[src/rtl/polaris_bus_arbiter.sv]
// Two-master (fetch/data) arbiter for the PolarisCPU memory bus.
// Round-robin on ties, combinational mux and return path, ack watchdog.
module polaris_bus_arbiter #(
  parameter int unsigned TIMEOUT = 255,
  parameter int unsigned TW      = 8
) (
  input  logic        clk_i,
  input  logic        reset_i,
  input  logic [63:0] iadr_i,
  input  logic [1:0]  isiz_i,
  output logic [31:0] idat_o,
  output logic        iack_o,
  input  logic        dcyc_i,
  input  logic        dstb_i,
  input  logic        dwe_i,
  input  logic [63:0] dadr_i,
  input  logic [63:0] ddat_i,
  input  logic [1:0]  dsiz_i,
  input  logic        dsigned_i,
  output logic [63:0] ddat_o,
  output logic        dack_o,
  output logic [63:0] madr_o,
  output logic [63:0] mdat_o,
  output logic        mwe_o,
  output logic        mcyc_o,
  output logic        mstb_o,
  output logic [1:0]  msiz_o,
  output logic        msigned_o,
  input  logic [63:0] mdat_i,
  input  logic        mack_i,
  output logic [1:0]  grant_o,
  output logic        timeout_o
);

  typedef enum logic [1:0] {
    S_IDLE = 2'd0,
    S_IGNT = 2'd1,
    S_DGNT = 2'd2
  } state_t;

  localparam logic [TW-1:0] LP_TMO = TW'(TIMEOUT);

  state_t        r_state;
  state_t        w_next;
  logic          r_last;
  logic          w_last_nxt;
  logic [TW-1:0] r_wdog;
  logic [TW-1:0] w_wdog_nxt;

  logic w_ireq;
  logic w_dreq;
  logic w_ig;
  logic w_dg;
  logic w_busy;
  logic w_greq;
  logic w_expire;

  assign w_ireq   = |isiz_i;
  assign w_dreq   = dcyc_i & dstb_i;
  assign w_ig     = (r_state == S_IGNT);
  assign w_dg     = (r_state == S_DGNT);
  assign w_busy   = w_ig | w_dg;
  assign w_greq   = w_ig ? w_ireq : w_dreq;
  assign w_expire = (TIMEOUT != 0) && w_busy && !mack_i
                    && (r_wdog == LP_TMO);

  // r_last: 1 = data master was served last
  always_ff @(posedge clk_i) begin
    if (reset_i) begin
      r_state <= S_IDLE;
      r_last  <= 1'b1;
      r_wdog  <= '0;
    end else begin
      r_state <= w_next;
      r_last  <= w_last_nxt;
      r_wdog  <= w_wdog_nxt;
    end
  end

  always_comb begin
    w_next     = r_state;
    w_last_nxt = r_last;
    w_wdog_nxt = r_wdog;
    unique case (r_state)
      S_IDLE: begin
        w_wdog_nxt = '0;
        if (w_ireq && w_dreq) w_next = r_last ? S_IGNT : S_DGNT;
        else if (w_ireq)      w_next = S_IGNT;
        else if (w_dreq)      w_next = S_DGNT;
      end
      S_IGNT, S_DGNT: begin
        if (mack_i || w_expire) begin
          w_next     = S_IDLE;
          w_last_nxt = w_dg;
          w_wdog_nxt = '0;
        end else if (!w_greq) begin
          w_next     = S_IDLE;
          w_wdog_nxt = '0;
        end else if (r_wdog != LP_TMO) begin
          w_wdog_nxt = r_wdog + 1'b1;
        end
      end
      default: begin
        w_next     = S_IDLE;
        w_wdog_nxt = '0;
      end
    endcase
  end

  always_comb begin
    madr_o    = '0;
    mdat_o    = '0;
    mwe_o     = 1'b0;
    msiz_o    = '0;
    msigned_o = 1'b0;
    unique case (1'b1)
      w_ig: begin
        madr_o = iadr_i;
        msiz_o = isiz_i;
      end
      w_dg: begin
        madr_o    = dadr_i;
        mdat_o    = ddat_i;
        mwe_o     = dwe_i;
        msiz_o    = dsiz_i;
        msigned_o = dsigned_i;
      end
      default: ;
    endcase
  end

  assign mcyc_o    = w_busy;
  assign mstb_o    = w_busy;
  assign grant_o   = {w_dg, w_ig};
  assign timeout_o = w_expire;
  assign iack_o    = w_ig & (mack_i | w_expire);
  assign dack_o    = w_dg & (mack_i | w_expire);
  assign idat_o    = (w_ig & mack_i) ? mdat_i[31:0] : '0;
  assign ddat_o    = (w_dg & mack_i) ? mdat_i : '0;

endmodule
[config.mk]
export PLATFORM = sky130hd
export DESIGN_NAME = polaris_bus_arbiter
export DESIGN_NICKNAME = d
export VERILOG_FILES = /design/src/rtl/polaris_bus_arbiter.sv
export SDC_FILE = /design/constraint.sdc
export NUM_CORES = 1
export LEC_CHECK = 0
export ABC_AREA = 1
export CAP_MARGIN = 20
export CORE_AREA = 2 2 194 196
export DETAILED_ROUTE_END_ITERATION = 10
export DIE_AREA = 0 0 196 198
export GPL_TIMING_DRIVEN = 0
export SLEW_MARGIN = 20
export SYNTH_ARGS = -nofsm -noshare
export SYNTH_HDL_FRONTEND = slang
export SYNTH_SLANG_ARGS = --single-unit
export TNS_END_PERCENT = 50
[constraint.sdc]
create_clock -name clk_i -period 1.7 [get_ports clk_i]
set_input_delay 0.17 -clock clk_i [delete_from_list [all_inputs] [get_ports clk_i]]
set_output_delay 0.17 -clock clk_i [all_outputs]
set_load 0.05 [all_outputs]
==> run_summary.xml <==
<?xml version="1.0" encoding="UTF-8"?>
<metrics>
  <group name="sta">
    <metric name="achievable-frequency" unit="MHz">502.7</metric>
    <metric name="drv_slew" unit="">0</metric>
    <metric name="timing.final.crit_period" unit="ps">1989</metric>
    <metric name="hold_violation_count_in_the_final_report" unit="">0</metric>
    <metric name="final_min_period_over_clock_period" unit="">1.170</metric>
    <metric name="fin_ws" unit="ps">-289.2</metric>
    <metric name="final_worst_clock_skew" unit="ps">2.416</metric>
    <metric name="maxSlewHeadroom" unit="">0.6379</metric>
    <metric name="count_of_endpoints_failing_setup_in_the_final_report" unit="">226</metric>
    <metric name="tightest_slew" unit="ps">542.2</metric>
    <metric name="rsz0062_at_grt" unit="">true</metric>
  </group>
  <group name="setup_path">
    <metric name="arrival" unit="ps">1820</metric>
    <metric name="minimum_setup_slack_among_reg_to_reg_paths" unit="ps">180</metric>
    <metric name="reg2regPathDepth" unit="">9</metric>
    <metric name="worst_r2r_endpoint" unit="">r_last</metric>
    <metric name="required" unit="ps">1530</metric>
    <metric name="cp-start-kind" unit="">flip-flop</metric>
    <metric name="critical_path_peak_fanout" unit="">8</metric>
    <metric name="setup.worst_path.class" unit="">reg -&gt; out</metric>
    <metric name="crit_path_end_kind" unit="">output pin</metric>
    <metric name="r2r-start" unit="">r_state[0]</metric>
  </group>
  <group name="layout">
    <metric name="drive_above_1_share" unit="">0.4523</metric>
    <metric name="synthToLayoutAreaGrowth" unit="%">290.9</metric>
    <metric name="finish.instance_area" unit="sq um">10910</metric>
    <metric name="filler_cell_count" unit="">3920</metric>
    <metric name="regArea" unit="sq um">225.2</metric>
    <metric name="nNetsFinal" unit="">1435</metric>
    <metric name="multiInputGateArea" unit="sq um">3025</metric>
    <metric name="final_core_utilization" unit="">0.2951</metric>
  </group>
  <group name="clock_tree">
    <metric name="worst_setup_hold_path_clk_slew" unit="ps">40</metric>
    <metric name="worst_skew_pair.late_latency" unit="ps">240</metric>
    <metric name="cts_inserted_buffers" unit="">3</metric>
    <metric name="clock_tree_sinks" unit="">11</metric>
    <metric name="hold_bufs_inserted_after_cts" unit="">0</metric>
    <metric name="ctsLongestPathBuffers" unit="">2</metric>
    <metric name="cts_tree" unit="">built</metric>
    <metric name="cts-htree-levels" unit="">1</metric>
    <metric name="clk_root_buffer_cell" unit="">clkbuf_16</metric>
  </group>
  <group name="power">
    <metric name="total_power" unit="uW">7337</metric>
    <metric name="cell_internal_pwr" unit="uW">3366</metric>
    <metric name="power.density_cell_area" unit="nW/um^2">672.7</metric>
    <metric name="comb_power_share" unit="">0.902</metric>
    <metric name="ir_worst_vdd" unit="mV">0.3088</metric>
    <metric name="power_leakage" unit="uW">0.005078</metric>
    <metric name="p_seq_frac" unit="">0.040</metric>
    <metric name="swShare" unit="">0.5412</metric>
    <metric name="power.share.clock" unit="">0.058</metric>
    <metric name="power.switching" unit="uW">3971</metric>
  </group>
  <group name="synthesis">
    <metric name="syn_avg_cell_area" unit="sq um">4.515</metric>
    <metric name="mappedNetlistNets" unit="">889</metric>
    <metric name="ys_seq_area_frac" unit="">0.07892</metric>
    <metric name="syn_inst" unit="">618</metric>
    <metric name="synth-seq-cells" unit="">11</metric>
    <metric name="ys_warn_count" unit="">0</metric>
    <metric name="syn-cell-area" unit="sq um">2790</metric>
    <metric name="number_of_unique_standard_cell_types_used_by_synthesis" unit="">23</metric>
  </group>
  <group name="hold_path">
    <metric name="worst_min_delay_path_endpoint" unit="">r_wdog[0]</metric>
    <metric name="min_path_cells" unit="">1</metric>
    <metric name="timing.hold.worst.start" unit="">r_wdog[0]</metric>
    <metric name="min_path_type" unit="">reg -&gt; reg</metric>
  </group>
  <group name="die">
    <metric name="floorplan.die.width" unit="microns">196</metric>
    <metric name="initial_utilization" unit="">0.07550</metric>
    <metric name="core" unit="sq um">36960</metric>
    <metric name="pin_count" unit="">502</metric>
    <metric name="die_h" unit="microns">198</metric>
    <metric name="fp.dieArea" unit="sq um">38810</metric>
    <metric name="floorplan.rows" unit="">71</metric>
  </group>
  <group name="place">
    <metric name="port_buffers" unit="">501</metric>
    <metric name="instance_area_after_placement" unit="sq um">9170</metric>
    <metric name="gpl.final_weighted_congestion" unit="">0.7546</metric>
    <metric name="dpl_worst_slack" unit="ps">-1513</metric>
    <metric name="detailedPlacementHpwl" unit="microns">21240</metric>
  </group>
  <group name="route">
    <metric name="avgViaCountPerCell" unit="">3.550</metric>
    <metric name="routed_wl" unit="microns">25830</metric>
    <metric name="dr.first_iter.drc_count" unit="">81</metric>
    <metric name="wl_per_cell" unit="microns">15.77</metric>
    <metric name="detail-route-antenna-nets" unit="">0</metric>
    <metric name="detailedRoute.firstPassIterationCount" unit="">4</metric>
    <metric name="num_vias" unit="">5815</metric>
    <metric name="route.detailed.drc" unit="">0</metric>
  </group>
  <group name="outcome">
    <metric name="status" unit="">complete, but fails checks</metric>
    <metric name="violated_checks" unit="">setup timing</metric>
  </group>
  <group name="global_routing">
    <metric name="number_of_antenna_violations_at_the_first_check_in_global_routing" unit="">6</metric>
    <metric name="overflow" unit="">0</metric>
    <metric name="grt_start_max_net_pins" unit="">11</metric>
    <metric name="first_global_vias" unit="">5448</metric>
    <metric name="track_usage" unit="">0.1101</metric>
    <metric name="grt_first_pass_wirelength" unit="microns">32310</metric>
  </group>
  <group name="job">
    <metric name="cap_viol_max_count" unit="">0</metric>
  </group>
</metrics>
-- state kept, by name, summed over array words and instances (netlist names) --
register,flops
r_wdog,8
r_last,1
r_state,2
-- worst max path at each step --
stage | startpoint | end | slack (ps) | depth (start not counted)
after floorplan | r_state[0] | ddat_o[10] | -190 | 6
after global placement | r_state[0] | ddat_o[3] | -1540 | 7
after global routing | r_state[0] | msiz_o[0] | -360 | 7
after CTS | r_state[0] | msiz_o[0] | -380 | 7
after detailed placement | r_state[0] | ddat_o[3] | -1510 | 7
final | r_state[0] | msiz_o[0] | -290 | 7
-- power groups by stage --
stage	sequential (uW)	combinational [uW]	clock, uW
floorplan	287	3340	0
global placement	289	5300	0
detailed placement	289	5340	0
CTS	286	5460	438
global route	292	6960	449
finish	291	6620	428
-- cell usage after synthesis, drive strengths merged --
| cell | count | area share |
|---|---|---|
| nor2 | 112 | 0.16 |
| buf | 36 | 0.074 |
| ha | 4 | 0.018 |
| nand4 | 1 | 0.0045 |
| dfxtp | 11 | 0.079 |
| a21oi | 73 | 0.13 |
| clkbuf | 6 | 0.0081 |
| nand2 | 217 | 0.30 |
| inv | 141 | 0.19 |
| xnor2 | 2 | 0.0063 |
| xor2 | 2 | 0.0063 |
| nand3b | 1 | 0.0027 |
| nor3 | 1 | 0.0018 |
| o21ai | 1 | 0.0018 |
| nand3 | 10 | 0.020 |
-- stage by stage --
stage	hold WS, ps	std cells	setup TNS, ps
floorplan	322.9	618	-13940
global placement	429.5	1593	-253640
detailed placement	441.2	1593	-250100
CTS	454.9	1600	-52590
global route	479.2	1637	-53070
finish	451.7	1638	-33280
-- cell type report --
class,instances,share of cell area
diodes,1,0.0002294
plain buffers,42,0.05438
clock buffers,4,0.007227
inverters,141,0.04933
multi-input cells,425,0.2774
flip-flops and latches,11,0.02065
well taps,474,0.05438
repair buffers,540,0.5364
-- layer usage --
layer,global-route usage,part of all wire
met5,0,0.0010
met4,0.01431,0.015
met1,0.1166,0.35
met3,0.02725,0.086
met2,0.2222,0.55
-- cell usage in the layout (no fill, tap or decap), types with 3 or more instances in the layout --
cell	n
nor2_2	15
buf_12	10
nand2_1	171
dfxtp_1	9
buf_6	126
nand2_2	17
buf_8	77
ha_4	3
clkdlybuf4s50_1	265
a21oi_2	7
nand3_1	9
buf_4	51
nor2_4	23
nor2_1	73
nand2_4	28
inv_1	93
clkbuf_16	17
a21oi_1	6
a21oi_4	60
buf_2	29
inv_2	45
clkdlybuf4s15_2	4
-- repair_timing --
action                                   CTS  global route
pin swaps                                  2             3
endpoints found under the setup margin   235           231
buffers inserted                           3            22
hold endpoints to repair                   0             0
resized for setup                       1370           604
gates cloned                               0            15
-- worst max-delay path: stages (launching register included) --
cell	delay (ps)
dfxtp_4	360
inv_4	50
ha_4	290
clkinvlp_4	160
buf_12	200
buf_16	150
a21oi_4	170
buf_6	190
-- logic make-up (layout without fill, tap and decap cells) --
logic type      count (synthesis)  in the layout  synth area share
simple gates                  342            343            0.4852
xor+xnor                        4              4           0.01256
compound gates                 74             74            0.1341
buf+inv                       183            727            0.2713
other cells                     0              1                 0
flops                          11             11           0.07892
fa+ha+maj                       4              4           0.01794
No activity file was read; power rests on OpenSTA's default activity.
